### src/rtl/rtc_bus_read_ctrl.sv
// rtc_bus_read_ctrl
// Master-side read sequencer for the RTC's multiplexed address/data bus.
// On an accepted start it runs one complete read cycle:
//   ADDR_SET -> ADDR_WR -> ADDR_HOLD -> TURN -> RD_LOW -> RECOVER -> DONE
// Every phase except DONE lasts PHASE_CYCLES clocks. DONE lasts one clock.
// All pin-facing outputs are registered.
//
// Ports
//   clk, rst_n     system clock (rising edge); asynchronous active-low reset
//   start, addr    read request (sampled only in IDLE) and RTC register address
//   data_out       last byte captured from the bus; holds until the next capture
//   busy, done     busy spans accept+1 through DONE; done is a one-cycle pulse
//   bus_in         pad value read back from the shared bus
//   bus_drive      value presented to the external tristate buffer
//   bus_oe         tristate enable (1 = drive bus_drive onto the pins)
//   cs_n           chip select (active low)
//   ad_sel         0 = address phase, 1 = data phase
//   wr_n, rd_n     address strobe and read strobe (both active low)
//   bcd_err        only when RTC_BCD_CHECK_EN is defined; set when either nibble
//                  of the captured byte is above 9
//
// Optional feature macro: RTC_BCD_CHECK_EN
module rtc_bus_read_ctrl #(
    parameter int PHASE_CYCLES = 4,
    parameter int ADDR_W       = 8
) (
    input  logic              clk,
    input  logic              rst_n,
    input  logic              start,
    input  logic [ADDR_W-1:0] addr,
    output logic [ADDR_W-1:0] data_out,
    output logic              busy,
    output logic              done,
    input  logic [ADDR_W-1:0] bus_in,
    output logic [ADDR_W-1:0] bus_drive,
    output logic              bus_oe,
    output logic              cs_n,
    output logic              ad_sel,
    output logic              wr_n,
    output logic              rd_n
`ifdef RTC_BCD_CHECK_EN
   ,output logic              bcd_err
`endif
);

    typedef enum logic [2:0] {
        IDLE, ADDR_SET, ADDR_WR, ADDR_HOLD, TURN, RD_LOW, RECOVER, DONE
    } state_t;

    // The counter only has to reach PHASE_CYCLES-1. Its width is kept at a minimum of 1 bit.
    localparam int CNT_W = (PHASE_CYCLES > 1) ? $clog2(PHASE_CYCLES) : 1;
    localparam logic [CNT_W-1:0] LAST = CNT_W'(PHASE_CYCLES - 1);

    state_t            state, state_d;
    logic [CNT_W-1:0]  cnt, cnt_d;
    logic [ADDR_W-1:0] addr_q, addr_d;
    logic              phase_end, capture;

    logic [ADDR_W-1:0] drive_d;
    logic              oe_d, cs_n_d, ad_sel_d, wr_n_d, rd_n_d, busy_d, done_d;

    // Next-state logic and phase timing.
    // Each timed state advances when the counter reaches its terminal count.
    // On a state change the counter restarts from 0.
    // Inside a state the counter saturates instead of wrapping.
    // It stays at 0 in IDLE and DONE.
    // The byte is captured on the edge that ends the last RD_LOW cycle.
    // At that point rd_n has been low for the whole phase.
    always_comb begin
        state_d   = state;
        addr_d    = addr_q;
        phase_end = (cnt == LAST);
        capture   = 1'b0;
        case (state)
            IDLE: begin
                if (start) begin
                    state_d = ADDR_SET;
                    addr_d  = addr;
                end
            end
            ADDR_SET:  if (phase_end) state_d = ADDR_WR;
            ADDR_WR:   if (phase_end) state_d = ADDR_HOLD;
            ADDR_HOLD: if (phase_end) state_d = TURN;
            TURN:      if (phase_end) state_d = RD_LOW;
            RD_LOW: begin
                if (phase_end) begin
                    state_d = RECOVER;
                    capture = 1'b1;
                end
            end
            RECOVER:   if (phase_end) state_d = DONE;
            DONE:      state_d = IDLE;
            default:   state_d = IDLE;
        endcase

        if (state_d != state || state == IDLE || state == DONE) begin
            cnt_d = '0;
        end else if (phase_end) begin
            cnt_d = cnt;
        end else begin
            cnt_d = cnt + 1'b1;
        end
    end

    // Pin values for the coming cycle are decoded from the next state.
    // This lets the registered outputs change on the same edge as the state.
    // During the accept edge, addr_d already carries the new address.
    // The bus is only driven in the three address phases.
    // RD_LOW never drives the bus, so the RTC and this master never both drive it.
    always_comb begin
        drive_d  = '0;
        oe_d     = 1'b0;
        cs_n_d   = 1'b1;
        ad_sel_d = 1'b0;
        wr_n_d   = 1'b1;
        rd_n_d   = 1'b1;
        busy_d   = 1'b1;
        done_d   = 1'b0;
        case (state_d)
            ADDR_SET, ADDR_HOLD: begin
                cs_n_d  = 1'b0;
                oe_d    = 1'b1;
                drive_d = addr_d;
            end
            ADDR_WR: begin
                cs_n_d  = 1'b0;
                oe_d    = 1'b1;
                drive_d = addr_d;
                wr_n_d  = 1'b0;
            end
            TURN, RECOVER: begin
                cs_n_d   = 1'b0;
                ad_sel_d = 1'b1;
            end
            RD_LOW: begin
                cs_n_d   = 1'b0;
                ad_sel_d = 1'b1;
                rd_n_d   = 1'b0;
            end
            DONE:    done_d = 1'b1;
            default: busy_d = 1'b0;
        endcase
    end

    // State register and registered outputs.
    // Reset releases the bus and raises every strobe immediately.
    // Reset also clears the captured byte.
    always_ff @(posedge clk or negedge rst_n) begin
        if (!rst_n) begin
            state     <= IDLE;
            cnt       <= '0;
            addr_q    <= '0;
            data_out  <= '0;
            bus_drive <= '0;
            bus_oe    <= 1'b0;
            cs_n      <= 1'b1;
            ad_sel    <= 1'b0;
            wr_n      <= 1'b1;
            rd_n      <= 1'b1;
            busy      <= 1'b0;
            done      <= 1'b0;
        end else begin
            state     <= state_d;
            cnt       <= cnt_d;
            addr_q    <= addr_d;
            bus_drive <= drive_d;
            bus_oe    <= oe_d;
            cs_n      <= cs_n_d;
            ad_sel    <= ad_sel_d;
            wr_n      <= wr_n_d;
            rd_n      <= rd_n_d;
            busy      <= busy_d;
            done      <= done_d;
            if (capture) begin
                data_out <= bus_in;
            end
        end
    end

`ifdef RTC_BCD_CHECK_EN
    // The BCD flag is updated on the capture edge, together with data_out.
    // It checks the two low nibbles, which hold the RTC's BCD digits.
    always_ff @(posedge clk or negedge rst_n) begin
        if (!rst_n) begin
            bcd_err <= 1'b0;
        end else if (capture) begin
            bcd_err <= (bus_in[7:4] > 4'd9) || (bus_in[3:0] > 4'd9);
        end
    end
`endif

endmodule

### config.mk
export PLATFORM = sky130hd
export DESIGN_NAME = rtc_bus_read_ctrl
export DESIGN_NICKNAME = d
export VERILOG_FILES = /design/src/rtl/rtc_bus_read_ctrl.sv
export SDC_FILE = /design/constraint.sdc
export NUM_CORES = 1
export LEC_CHECK = 0
export ABC_AREA = 1
export ABC_CLOCK_PERIOD_IN_PS = 1900
export BUFFER_PORTS_ARGS = -buffer_cell sky130_fd_sc_hd__buf_4
export CORE_UTILIZATION = 35
export CTS_CLUSTER_SIZE = 8
export DETAILED_ROUTE_END_ITERATION = 16
export GPL_TIMING_DRIVEN = 0
export SYNTH_ARGS = -nofsm -noshare
export SYNTH_HDL_FRONTEND = slang
export SYNTH_SLANG_ARGS = --single-unit
### constraint.sdc
create_clock -name clk -period 1.9 [get_ports clk]
set_input_delay 0.19 -clock clk [delete_from_list [all_inputs] [get_ports clk]]
set_output_delay 0.19 -clock clk [all_outputs]
set_load 0.03 [all_outputs]
==> results of run 1 <==
worst reg2reg max path, cell delays in order, from the launching register on:
cell and delay, ns:
sky130_fd_sc_hd__dfrtp_1 0.39, sky130_fd_sc_hd__ha_1 0.29, sky130_fd_sc_hd__nand2_1 0.19, sky130_fd_sc_hd__inv_1 0.08, sky130_fd_sc_hd__o22ai_1 0.19, sky130_fd_sc_hd__nand2_2 0.10, sky130_fd_sc_hd__nand2_4 0.12, sky130_fd_sc_hd__nor2_1 0.06
state kept, by name, indices dropped and copies added, names as in the netlist, 2 cells and up:
register	cells
addr_q	8
state	3
cnt	2
bus_drive	8
data_out	8
cell type report:
| cell class | instances | area (µm²) | share of cell area |
|---|---|---|---|
| sequential | 36 | 905 | 0.455 |
| multi-input combinational | 88 | 478 | 0.240 |
| timing repair buffer | 42 | 318 | 0.160 |
| inverter | 25 | 93.8 | 0.0472 |
| clock buffer | 7 | 86.3 | 0.0434 |
| tap | 50 | 62.6 | 0.0314 |
| buffer | 4 | 38.8 | 0.0195 |
| clock inverter | 1 | 7.51 | 0.00377 |
through the flow:
stage / instances / setup WS [ns] / total power (µW) / instance area (µm²) / util
2_1_floorplan: 153 / 0.526 / 2450 / 1520 / -
3_3_place_gp: 244 / 0.391 / 2950 / 1890 / 0.461
3_5_place_dp: 244 / 0.375 / 3010 / 1890 / 0.461
4_1_cts: 253 / 0.354 / 3580 / 1990 / 0.487
5_1_grt: 253 / 0.200 / 3820 / 1990 / 0.487
6_report: 253 / 0.366 / 3520 / 1990 / 0.487
how the worst max path moves through the flow:
stage	from	to	slack, ns	cells after the start
2_1_floorplan	cnt[0]	busy	0.53	7
3_3_place_gp	cnt[0]	busy	0.39	7
3_5_place_dp	cnt[0]	bus_drive[6]	0.37	7
4_1_cts	cnt[0]	bus_drive[6]	0.35	7
5_1_grt	cnt[0]	busy	0.20	7
6_report	cnt[0]	bus_drive[6]	0.37	7
per-layer routing:
metal | routed length, µm | GRT usage
met4 | 54 | 0.0625
met3 | 198 | 0.0591
met2 | 1390 | 0.246
met1 | 1220 | 0.180
met5 | 0 | 0
cell usage in the layout, fill, tap and decap left out, drive strengths merged:
| cell type | synthesis | routed |
|---|---|---|
| dfrtp | 33 | 33 |
| o22ai | 1 | 1 |
| clkinvlp | 0 | 1 |
| ha | 1 | 1 |
| nand3b | 1 | 1 |
| clkbuf | 0 | 7 |
| nor4 | 2 | 2 |
| nand3 | 10 | 10 |
| a21oi | 3 | 3 |
| dfstp | 3 | 3 |
| inv | 25 | 25 |
| nor3 | 3 | 3 |
| buf | 4 | 45 |
| nand2 | 39 | 39 |
| nor2 | 17 | 17 |
| nand4 | 2 | 2 |
| o21ai | 9 | 9 |
| dlygate4sd3 | 0 | 1 |
power breakdown:
part / switching, µW / total (µW) / internal, µW
clock network: 256 / 550 / 294
registers: 125 / 1240 / 1120
logic: 1110 / 1730 / 613
total: 1490 / 3520 / 2020
repair_timing:
action                                 in CTS  in global routing
resized for setup                           0                  0
hold buffers                                1                  0
endpoints found under the hold margin      33                  0
kinds of logic after synthesis:
logic type / count (synthesis) / synth area share
flops: 36 / 0.597
simple gates: 74 / 0.241
compound gates: 13 / 0.0661
fa+ha+maj: 1 / 0.00826
buf+inv: 29 / 0.0875
==> out/qor_table.md, run 1 <==
| Stage | Metric | This run |
| --- | --- | --- |
| floorplan | Core ar. | 0.00409 mm² |
| timing | Number of endpoints with negative hold slack in the final report | 0 |
| global routing | Total gr overflow | 0 |
| timing | Count of final setup violators | 0 |
| timing | Final-layout worst hold slack | 0.120 ns |
| synth | Synth area leaders | sky130_fd_sc_hd__dfrtp_1 55%, sky130_fd_sc_hd__nand2_1 8.2%, sky130_fd_sc_hd__inv_1 5.5% |
| floorplan | Floorplan die area | 0.00460 mm² |
| synth | Cell count after synthesis | 153 |
| timing | Unrepaired setup endpoints after global routing | no |
| floorplan | Horizontal extent of the die | 67.8 µm |
| finish | Share of post-route cells with drive strength above 1 | 0.374 |
| synth | Dominant cell type by area after synthesis | sky130_fd_sc_hd__dfrtp_1 |
| route | Number of violations reported at the end of detailed-routing iteration 0 | 34 |
| cts | Maximum level of the CTS H-tree | 2 |
| floorplan | Effective utilization at floorplan | 0.371 |
| cts | Clock tree from TritonCTS | yes |
| route | Vias after detailed routing | 1150 |
| timing | Worst clock skew | 0.0111 ns |
| job | Total of max-cap violations | 0 |
| power | Reported leakage power | 0.00102 µW |
| critical path | Element type at the critical path end | flop |
| global routing | Largest net degree at the start of global routing | 37 |
| hold path | Worst min path class | in2reg |
| critical path | Maximum fanout encountered on the critical timing path | 10 |
| global routing | First-pass GRT wire length | 4910 µm |
| synth | Count of yosys warnings during synthesis | 0 |
| timing | Fmax achieved | 652 MHz |
| hold path | Worst hold path endpoint | addr_q[6] |
| finish | Area growth from synthesis to layout | 31.3% |
| synth | Cell area after synthesis | 0.00152 mm² |
| cts | Num Clock Sinks | 36 |
| critical path | Worst EP required | 2.07 ns |
| critical path | Slowest cell on crit path | sky130_fd_sc_hd__dfrtp_1 |
| timing | Share of the clock period used by the worst path | 0.807 |
| critical path | Max incr delay on CP | 0.39 ns |
| power | Pwr Density | 1770 mW/mm² |
| placement | Final HPWL from detailed placement | 2080 µm |
| synth | Syn nets | 173 |
| synth | Most used flip-flop cell after synthesis | sky130_fd_sc_hd__dfrtp_1 |
| critical path | Crit start category | flop |
| route | Remaining number of nets flagged by the antenna check after routing | 0 |
| hold path | Cell depth of the worst min-delay path | 3 |
| cts | Buffer levels on the longest clock path | 2 |
| global routing | Vias in the first global route | 1132 |
| route | Avg Vias per Cell | 4.55 |
| timing | Final worst path period need | 1.53 ns |
| finish | Number of inserted diodes | 0 |
| critical path | Series of cell instances along the critical path | ha_1 > nand2_1 > inv_1 > o22ai_1 > nand2_2 > nand2_4 > nor2_1 |
| synth | Top-area cell type share of the netlist area | 0.545 |
| status | Status | finished, final reports clean |
| floorplan | Std cell rows | 23 |
| critical path | Number of cells traversed by the worst register-to-register path | 7 |
| route | DR DRC count | 0 |
| finish | Fillcell total | 403 |
| cts | Root Buffer | sky130_fd_sc_hd__clkbuf_8 |
| critical path | Category of the most critical setup path | reg2reg |
| critical path | Arrival time at the worst endpoint | 1.70 ns |
| floorplan | Die Span Y | 67.8 µm |
| critical path | Flop-to-flop setup slack | 0.37 ns |
| placement | Final GP Congestion | 0.832 |
| synth | Number of enable-type register cells in the synthesized netlist | 0 |
| cts | Clk_lat worst skew | 0.29 ns |
| timing | Tightest slew margin relative to the limit | 0.706 |
| timing | Accumulated negative setup slack | 0 ns |
| hold path | Hold wc startpoint | addr[6] |
| critical path | Top delay family on crit path | simple AND/OR/NAND/NOR gates |
| power | Peak supply drop | 892 µV |
| route | Final wirelength | 2860 µm |
| synth | Fraction of registers with async set or reset after synthesis | 1.00 |
| critical path | R2r endpoint | bus_drive[6] |
| timing | Fin. max-slew vios | 0 |
| route | Routed wirelength normalized by instance count | 11.3 µm |
| floorplan | I/O pin count | 42 |
| timing | Least-Margin Pin Slew | 0.441 ns |
| critical path | R2R Path Start | cnt[0] |
| global routing | Antenna violations before repair | 0 |
| synth | Share of the yosys chip area belonging to registers | 0.597 |
| cts | Number of buffers inserted to repair setup after CTS | 0 |
| synth | Syn avg cell area | 9.90 µm² |
| placement | Number of buffers added on ports | 41 |
| cts | CTS buffer count | 5 |
| critical path | Number of buffers and inverters on the critical path | 1 |
| synth | Top cells by count, synth | 33 x sky130_fd_sc_hd__dfrtp_1, 33 x sky130_fd_sc_hd__nand2_1, 22 x sky130_fd_sc_hd__inv_1 |
| route | Detailed-router iteration count before antenna repair | 4 |
| cts | Register clock-pin slew on the reported worst setup and hold paths | 0.07 ns |
| synth | Number of library cell types mapped by synthesis | 23 |
| global routing | Combined global-route utilization of all metal layers | 0.152 |
| synth | Post-synthesis sequential element count | 36 |
| finish | Final layout net count | 222 |
Power figures use the tool's default switching activity.
==> run 2: changes to the inputs <==
--- a/config.mk
+++ b/config.mk
@@ -6,7 +6,7 @@
 export NUM_CORES = 1
 export LEC_CHECK = 0
 export ABC_AREA = 1
-export ABC_CLOCK_PERIOD_IN_PS = 1900
+export ABC_CLOCK_PERIOD_IN_PS = 1330
 export BUFFER_PORTS_ARGS = -buffer_cell sky130_fd_sc_hd__buf_4
 export CORE_UTILIZATION = 35
 export CTS_CLUSTER_SIZE = 8
==> constraint.sdc (replaced) <==
create_clock -name clk -period 1.33 [get_ports clk]
set_input_delay 0.133 -clock clk [delete_from_list [all_inputs] [get_ports clk]]
set_output_delay 0.133 -clock clk [all_outputs]
set_load 0.03 [all_outputs]
==> run 2 against run 1 <==
Sequential share of layout area shrank 4.2 points. Fmax grew 16%. Highest routed layer unchanged. Worst setup slack lost 0.36 ns. Hold slack lost 0.067 ns. Clock skew shrank 0.0078 ns. Total power grew 58%. Cell area grew 10%. Die area is the same. Critical endpoint is now bus_drive[4]. Via count grew 6.0%.
==> out/qor_table.md, run 2 (synthesis gave the netlist of run 1 again) <==
| Stage | Metric | This run | vs previous |
| --- | --- | --- | --- |
| power | Final total power | 5570 µW | +58% |
| placement | Number of buffers added on ports | 41 | unchanged |
| cts | Root Buffer | sky130_fd_sc_hd__clkbuf_8 |  |
| cts | Clk_lat worst skew | 0.29 ns | about the same |
| timing | Fin. max-slew vios | 0 | unchanged |
| timing | Fmax achieved | 753 MHz | +16% |
| route | DR DRC count | 0 | unchanged |
| finish | Post-layout utilization of the core | 0.537 | +0.0499 |
| global routing | Global routing usage on met1 | 0.183 | +0.00322 |
| timing | Worst clock skew | 0.00325 ns | -0.00784 ns |
| placement | Post-DP Area | 0.00189 mm² | +0.27% |
| finish | Biggest registers after layout | addr_q (8), bus_drive (8), data_out (8) |  |
| hold path | Worst min path class | in2reg |  |
| power | Pwr Density | 2540 mW/mm² | +44% |
| finish | Commonest cells after routing, fill and taps aside | 53 x sky130_fd_sc_hd__buf_4, 32 x sky130_fd_sc_hd__dfrtp_1, 29 x sky130_fd_sc_hd__nand2_1, 21 x sky130_fd_sc_hd__inv_1, 13 x sky130_fd_sc_hd__nor2_1 |  |
| floorplan | Core ar. | 0.00409 mm² | unchanged |
| route | Detailed-router iteration count before antenna repair | 3 | -1 |
| finish | Final instance area | 0.00219 mm² | +10% |
| critical path | Slowest cell on crit path | sky130_fd_sc_hd__dfrtp_1 |  |
| timing | Share of the clock period used by the worst path | 0.998 | +0.191 |
| critical path | Arrival time at the worst endpoint | 1.50 ns | -0.20 ns |
| critical path | Number of cells traversed by the worst register-to-register path | 6 | -1 |
| status | Status | finished, final reports clean |  |
| critical path | Worst EP required | 1.51 ns | -0.56 ns |
| global routing | Antenna violations before repair | 0 | unchanged |
| global routing | Combined global-route utilization of all metal layers | 0.165 | +0.0130 |
| finish | Share of post-route cells with drive strength above 1 | 0.472 | +0.0978 |
| critical path | Maximum fanout encountered on the critical timing path | 10 | unchanged |
| finish | Final cell count without fillers | 266 | +5.1% |
| route | Remaining number of nets flagged by the antenna check after routing | 0 | unchanged |
| floorplan | Horizontal extent of the die | 67.8 µm | unchanged |
| route | Vias after detailed routing | 1219 | +6.0% |
| timing | Count of final setup violators | 0 | unchanged |
| placement | Final GP Congestion | 0.834 | +0.20% |
| floorplan | Std cell rows | 23 | unchanged |
| global routing | First-pass GRT wire length | 5450 µm | +11% |
| timing | Final-layout worst hold slack | 0.0533 ns | -0.0671 ns |
| critical path | Top delay family on crit path | simple AND/OR/NAND/NOR gates |  |
| power | Peak supply drop | 1180 µV | +32% |
| timing | Number of endpoints with negative hold slack in the final report | 0 | unchanged |
| critical path | Critical Path Stages | 6 | -1 |
| placement | Final HPWL from detailed placement | 2180 µm | +5.0% |
| finish | Area growth from synthesis to layout | 44.8% |  |
| finish | Number of inserted diodes | 0 | unchanged |
| cts | Register clock-pin slew on the reported worst setup and hold paths | 0.07 ns | about the same |
| cts | Clock tree from TritonCTS | yes |  |
| hold path | Cell depth of the worst min-delay path | 3 | unchanged |
| global routing | Vias in the first global route | 1252 | +11% |
| route | Routed wirelength normalized by instance count | 12.8 µm | +13% |
| global routing | Met2 Use GR | 0.291 | +0.0446 |
| critical path | Element type at the critical path end | flop |  |
| timing | Final worst path period need | 1.33 ns | -0.206 ns |
| global routing | Peak-usage layer in the global routing report | met2 |  |
| global routing | Total gr overflow | 0 | unchanged |
| global routing | Largest net degree at the start of global routing | 37 | unchanged |
| job | Total of max-cap violations | 0 | unchanged |
| cts | CTS buffer count | 5 | unchanged |
| global routing | Met3 usage in global routing | 0.0439 | -0.0152 |
| route | Avg Vias per Cell | 4.58 | +0.82% |
| cts | Maximum level of the CTS H-tree | 2 | unchanged |
| floorplan | Die Span Y | 67.8 µm | unchanged |
| route | Number of violations reported at the end of detailed-routing iteration 0 | 45 | +32% |
| floorplan | Effective utilization at floorplan | 0.371 | unchanged |
| timing | Least-Margin Pin Slew | 0.463 ns | +0.0219 ns |
| finish | Leading cell type in the layout, fill and taps excluded | sky130_fd_sc_hd__buf_4 |  |
| floorplan | I/O pin count | 42 | unchanged |
| timing | Tightest slew margin relative to the limit | 0.691 | -0.0146 |
| power | Reported leakage power | 0.00111 µW | +8.5% |
| floorplan | Floorplan die area | 0.00460 mm² | unchanged |
| cts | Num Clock Sinks | 36 | unchanged |
| critical path | Max incr delay on CP | 0.38 ns | about the same |
| finish | Final layout net count | 235 | +5.9% |
| finish | Fillcell total | 380 | -5.7% |
| critical path | Category of the most critical setup path | reg2reg |  |
| placement | Number of instances in the placed design | 244 | unchanged |
| critical path | Series of cell instances along the critical path | buf_6 > nor3_4 > nand2_4 > buf_12 > o21ai_2 > nor2_1 |  |
| critical path | Number of buffers and inverters on the critical path | 2 | +1 |
| route | Final wirelength | 3400 µm | +19% |
| critical path | Crit start category | flop |  |
| timing | Unrepaired setup endpoints after global routing | yes |  |
| cts | Buffer levels on the longest clock path | 2 | unchanged |
==> run 2: cell count changes in the layout (fill, tap and decap cells not counted), sizes merged <==
cell    before  now
nand2       39   40
buf         45   56
clkbuf       7    8
==> run 2: per-layer routing <==
| metal | vias to the layer above | part of all wire |
|---|---|---|
| met2 | 37 | 0.51 |
| met4 | 0 | 0.021 |
| met1 | 574 | 0.41 |
| li1 | 601 | - |
| met3 | 7 | 0.057 |
| met5 | - | 0 |
==> run 2: area by class of cell <==
cell class / instances / area [µm²] / area share
sequential: 36 / 906 / 0.413
inverter: 25 / 98.8 / 0.0451
buffer: 4 / 50.0 / 0.0228
clock inverter: 1 / 7.51 / 0.00342
clock buffer: 7 / 86.3 / 0.0394
tap: 50 / 62.6 / 0.0285
multi-input combinational: 89 / 574 / 0.262
timing repair buffer: 54 / 408 / 0.186
==> run 2: report_power, final <==
part           leakage, µW  switching [µW]  total (µW)  internal, µW
sequential        0.000392             210        1810          1600
combinational     0.000672            1820        2960          1140
clock            0.0000445             386         806           421
total              0.00111            2410        5570          3160
==> run 2: stage by stage <==
stage | worst slack (ns) | setup TNS [ns]
finish | 0.00248 | 0
global route | -0.0721 | -0.674
CTS | -0.0135 | -0.0135
detailed placement | -0.0906 | -0.919
global placement | -0.0566 | -0.451
floorplan | 0.0638 | 0
==> run 2: what timing repair did <==
action	4_1_cts	5_1_grt
buffers inserted	9	3
hold buffers	1	0
cloned	1	0
endpoints found under the setup margin	19	29
resized for setup	6	19
hold endpoints to repair	33	0
pin swaps	9	4
==> run 2: worst paths after layout <==
kind / start / end / slack, ns
max in group asynchronous: rst_n / wr_n / 0.65
worst max-delay path: state[0] / bus_drive[4] / 0.002
worst min-delay path: addr[4] / addr_q[4] / 0.05
worst max register to register: state[0] / bus_drive[4] / 0.002
worst min register to register: data_out[0] / data_out[0] / 0.48
min in group asynchronous: rst_n / data_out[2] / 0.33
==> run 2: worst min-delay path, delay by kind of cell <==
kind	cells	cell delay, ns
buffers and inverters	2	0.12
AO/OA/AOI/OAI	1	0.05
==> run 3: changes to the inputs <==
--- a/config.mk
+++ b/config.mk
@@ -9,9 +9,11 @@
 export ABC_CLOCK_PERIOD_IN_PS = 1330
 export BUFFER_PORTS_ARGS = -buffer_cell sky130_fd_sc_hd__buf_4
 export CORE_UTILIZATION = 35
+export CTS_BUF_LIST = sky130_fd_sc_hd__clkbuf_4
 export CTS_CLUSTER_SIZE = 8
 export DETAILED_ROUTE_END_ITERATION = 16
 export GPL_TIMING_DRIVEN = 0
+export PLACE_DENSITY = 0.69
 export SYNTH_ARGS = -nofsm -noshare
 export SYNTH_HDL_FRONTEND = slang
 export SYNTH_SLANG_ARGS = --single-unit
==> run 3 against run 2 <==
Sequential cell count stayed put. Via count decreased by 4.1%. Combinational power fell by 11%. Routed wire length fell by 16%. First-iteration DRC count up 47%. Clock skew up 0.011 ns. Hold slack worse by 0.047 ns. Cell count grew 0.38%. Sequential power decreased by 2%.
==> out/qor_table.md, run 3 (synthesis gave the netlist of run 1 again) <==
| Stage | Metric | This run | vs previous |
| --- | --- | --- | --- |
| cts | Register clock-pin slew on the reported worst setup and hold paths | 0.10 ns | +0.03 ns |
| finish | Commonest cells after routing, fill and taps aside | 49 x sky130_fd_sc_hd__buf_4, 32 x sky130_fd_sc_hd__nand2_1, 32 x sky130_fd_sc_hd__dfrtp_1, 22 x sky130_fd_sc_hd__inv_1, 16 x sky130_fd_sc_hd__nor2_1 |  |
| power | Pwr Density | 2370 mW/mm² | -6.6% |
| route | Detailed-router iteration count before antenna repair | 4 | +1 |
| finish | Area occupied by multi-input gates | 509 µm² | -11% |
| status | Status | finished, final reports clean |  |
| global routing | Largest net degree at the start of global routing | 37 | unchanged |
| critical path | Slowest cell on crit path | sky130_fd_sc_hd__dfrtp_1 |  |
| critical path | Worst EP required | 1.57 ns | +0.06 ns |
| power | Peak supply drop | 810 µV | -31% |
| floorplan | Floorplan die area | 0.00460 mm² | unchanged |
| critical path | R2r endpoint | busy |  |
| finish | Post-layout utilization of the core | 0.515 | -0.0214 |
| route | Final wirelength | 2850 µm | -16% |
| route | Avg Vias per Cell | 4.38 | -4.5% |
| critical path | Maximum fanout encountered on the critical timing path | 10 | unchanged |
| cts | Num Clock Sinks | 36 | unchanged |
| floorplan | Die Span Y | 67.8 µm | unchanged |
| route | Number of violations reported at the end of detailed-routing iteration 0 | 66 | +47% |
| finish | Area growth from synthesis to layout | 39.0% |  |
| cts | Root Buffer | sky130_fd_sc_hd__clkbuf_4 |  |
| floorplan | Std cell rows | 23 | unchanged |
| floorplan | Effective utilization at floorplan | 0.371 | unchanged |
| hold path | Cell depth of the worst min-delay path | 3 | unchanged |
| timing | Worst clock skew | 0.0139 ns | +0.0107 ns |
| critical path | Flop-to-flop setup slack | 0.02 ns | +0.02 ns |
| timing | Fmax achieved | 765 MHz | +1.5% |
| critical path | R2R Path Start | cnt[0] |  |
| critical path | Top delay family on crit path | flip-flops |  |
| critical path | Critical Path Stages | 7 | +1 |
| critical path | Arrival time at the worst endpoint | 1.54 ns | +0.04 ns |
| cts | CTS buffer count | 5 | unchanged |
| finish | Share of post-route cells with drive strength above 1 | 0.415 | -0.0575 |
| timing | Tightest slew margin relative to the limit | 0.706 | +0.0151 |
| critical path | Crit start category | flop |  |
| placement | Number of buffers added on ports | 41 | unchanged |
| timing | Share of the clock period used by the worst path | 0.983 | -0.0150 |
| timing | Final worst path period need | 1.31 ns | -0.0200 ns |
| finish | Biggest registers after layout | addr_q (8), bus_drive (8), data_out (8) |  |
| timing | Accumulated negative setup slack | 0 ns | unchanged |
| timing | Number of endpoints with negative hold slack in the final report | 0 | unchanged |
| critical path | Max incr delay on CP | 0.42 ns | +0.04 ns |
| global routing | Total gr overflow | 0 | unchanged |
| global routing | Combined global-route utilization of all metal layers | 0.138 | -0.0268 |
| timing | Fin. max-slew vios | 0 | unchanged |
| job | Total of max-cap violations | 0 | unchanged |
| critical path | Number of cells traversed by the worst register-to-register path | 7 | +1 |
| global routing | First-pass GRT wire length | 4600 µm | -16% |
| power | Reported leakage power | 0.00108 µW | -2.6% |
| route | Remaining number of nets flagged by the antenna check after routing | 0 | unchanged |
| global routing | Antenna violations before repair | 0 | unchanged |
| timing | Count of final setup violators | 0 | unchanged |
| route | Routed wirelength normalized by instance count | 10.7 µm | -16% |
| cts | Buffer levels on the longest clock path | 2 | unchanged |
| hold path | Hold wc startpoint | addr[7] |  |
| finish | Leading cell type in the layout, fill and taps excluded | sky130_fd_sc_hd__buf_4 |  |
| timing | Unrepaired setup endpoints after global routing | yes |  |
| timing | Least-Margin Pin Slew | 0.440 ns | -0.0227 ns |
| critical path | Top cell by count, worst path | sky130_fd_sc_hd__nand2_2 |  |
| finish | Fillcell total | 399 | +5.0% |
| critical path | Element type at the critical path end | flop |  |
| floorplan | Core ar. | 0.00409 mm² | unchanged |
| critical path | Number of buffers and inverters on the critical path | 1 | -1 |
| route | Vias after detailed routing | 1169 | -4.1% |
| floorplan | Horizontal extent of the die | 67.8 µm | unchanged |
| cts | Clock tree from TritonCTS | yes |  |
| placement | Final HPWL from detailed placement | 1920 µm | -12% |
| finish | Number of inserted diodes | 0 | unchanged |
| placement | Final GP Congestion | 0.814 | -2.4% |
| hold path | Worst min path class | in2reg |  |
| cts | Clk_lat worst skew | 0.34 ns | +0.05 ns |
| finish | Sequential cell area | 906 µm² | unchanged |
| floorplan | I/O pin count | 42 | unchanged |
| global routing | Vias in the first global route | 1060 | -15% |
| finish | Final layout net count | 236 | +0.43% |
| cts | Maximum level of the CTS H-tree | 2 | unchanged |
| power | Final total power | 4990 µW | -10% |
| hold path | Worst hold path endpoint | addr_q[7] |  |
| critical path | Category of the most critical setup path | reg2reg |  |
| route | DR DRC count | 0 | unchanged |
| critical path | Series of cell instances along the critical path | ha_4 > nand2_2 > inv_1 > o22ai_2 > nand2_2 > nand2_4 > nand2_1 |  |
run 3: cell types whose count changed in the layout (fill, tap and decap cells not counted), moves of 3 or more:
cell / previous run / this run
sky130_fd_sc_hd__buf_4: 53 / 49
sky130_fd_sc_hd__nor2_1: 13 / 16
sky130_fd_sc_hd__clkbuf_8: 6 / 0
sky130_fd_sc_hd__nand2_1: 29 / 32
sky130_fd_sc_hd__nand2_4: 6 / 3
sky130_fd_sc_hd__clkbuf_4: 1 / 7
sky130_fd_sc_hd__dlygate4sd3_1: 1 / 7
run 3: through the flow:
step	setup slack, ns	instance area [µm²]	hold slack, ns	std cells
6_report	0.0225	2110	0.00604	267
5_1_grt	-0.0783	2110	0.00273	267
4_1_cts	-0.000530	2050	0.00191	262
3_5_place_dp	-0.0699	1890	0.114	244
3_3_place_gp	-0.0747	1890	0.112	244
2_1_floorplan	0.0638	1520	-0.163	153
run 3: timing repair:
item | CTS | global route
resized for setup | 2 | 3
setup endpoints to repair | 19 | 32
pin swaps | 3 | 2
hold buffers | 6 | 1
hold endpoints to repair | 38 | 1
gates cloned | 0 | 0
setup buffers | 4 | 4
run 3: layer usage:
| metal | track usage | share of wire | vias up |
|---|---|---|---|
| met5 | 0 | 0 | - |
| met4 | 0.0859 | 0.029 | 0 |
| met3 | 0.0355 | 0.049 | 8 |
| met2 | 0.199 | 0.44 | 28 |
| met1 | 0.184 | 0.48 | 531 |
| li1 | - | - | 602 |
run 3: worst max path at each step:
| stage | start | to |
|---|---|---|
| 2_1_floorplan | cnt[0] | busy |
| 3_3_place_gp | cnt[0] | busy |
| 3_5_place_dp | cnt[0] | busy |
| 4_1_cts | cnt[0] | busy |
| 5_1_grt | cnt[0] | busy |
| 6_report | cnt[0] | busy |
run 3: cell type report:
cell class,count,share of cell area
Multi-Input combinational cell,88,0.242
Clock buffer,7,0.0250
Sequential cell,36,0.430
Timing Repair Buffer,56,0.208
Inverter,25,0.0446
Clock inverter,1,0.00238
Tap cell,50,0.0297
Buffer,4,0.0184
run 3: tightest hold or removal path, delay by kind of cell:
| family | cells | cell delay [ns] |
|---|---|---|
| buf+inv | 2 | 0.12 |
| compound gates | 1 | 0.06 |
run 3: where the power goes:
group	total [µW]	switching, µW	internal (µW)	leakage [µW]
Sequential	1770	182	1590	0.000392
Combinational	2620	1630	993	0.000651
Clock	597	350	247	0.0000361
Total	4990	2160	2830	0.00108
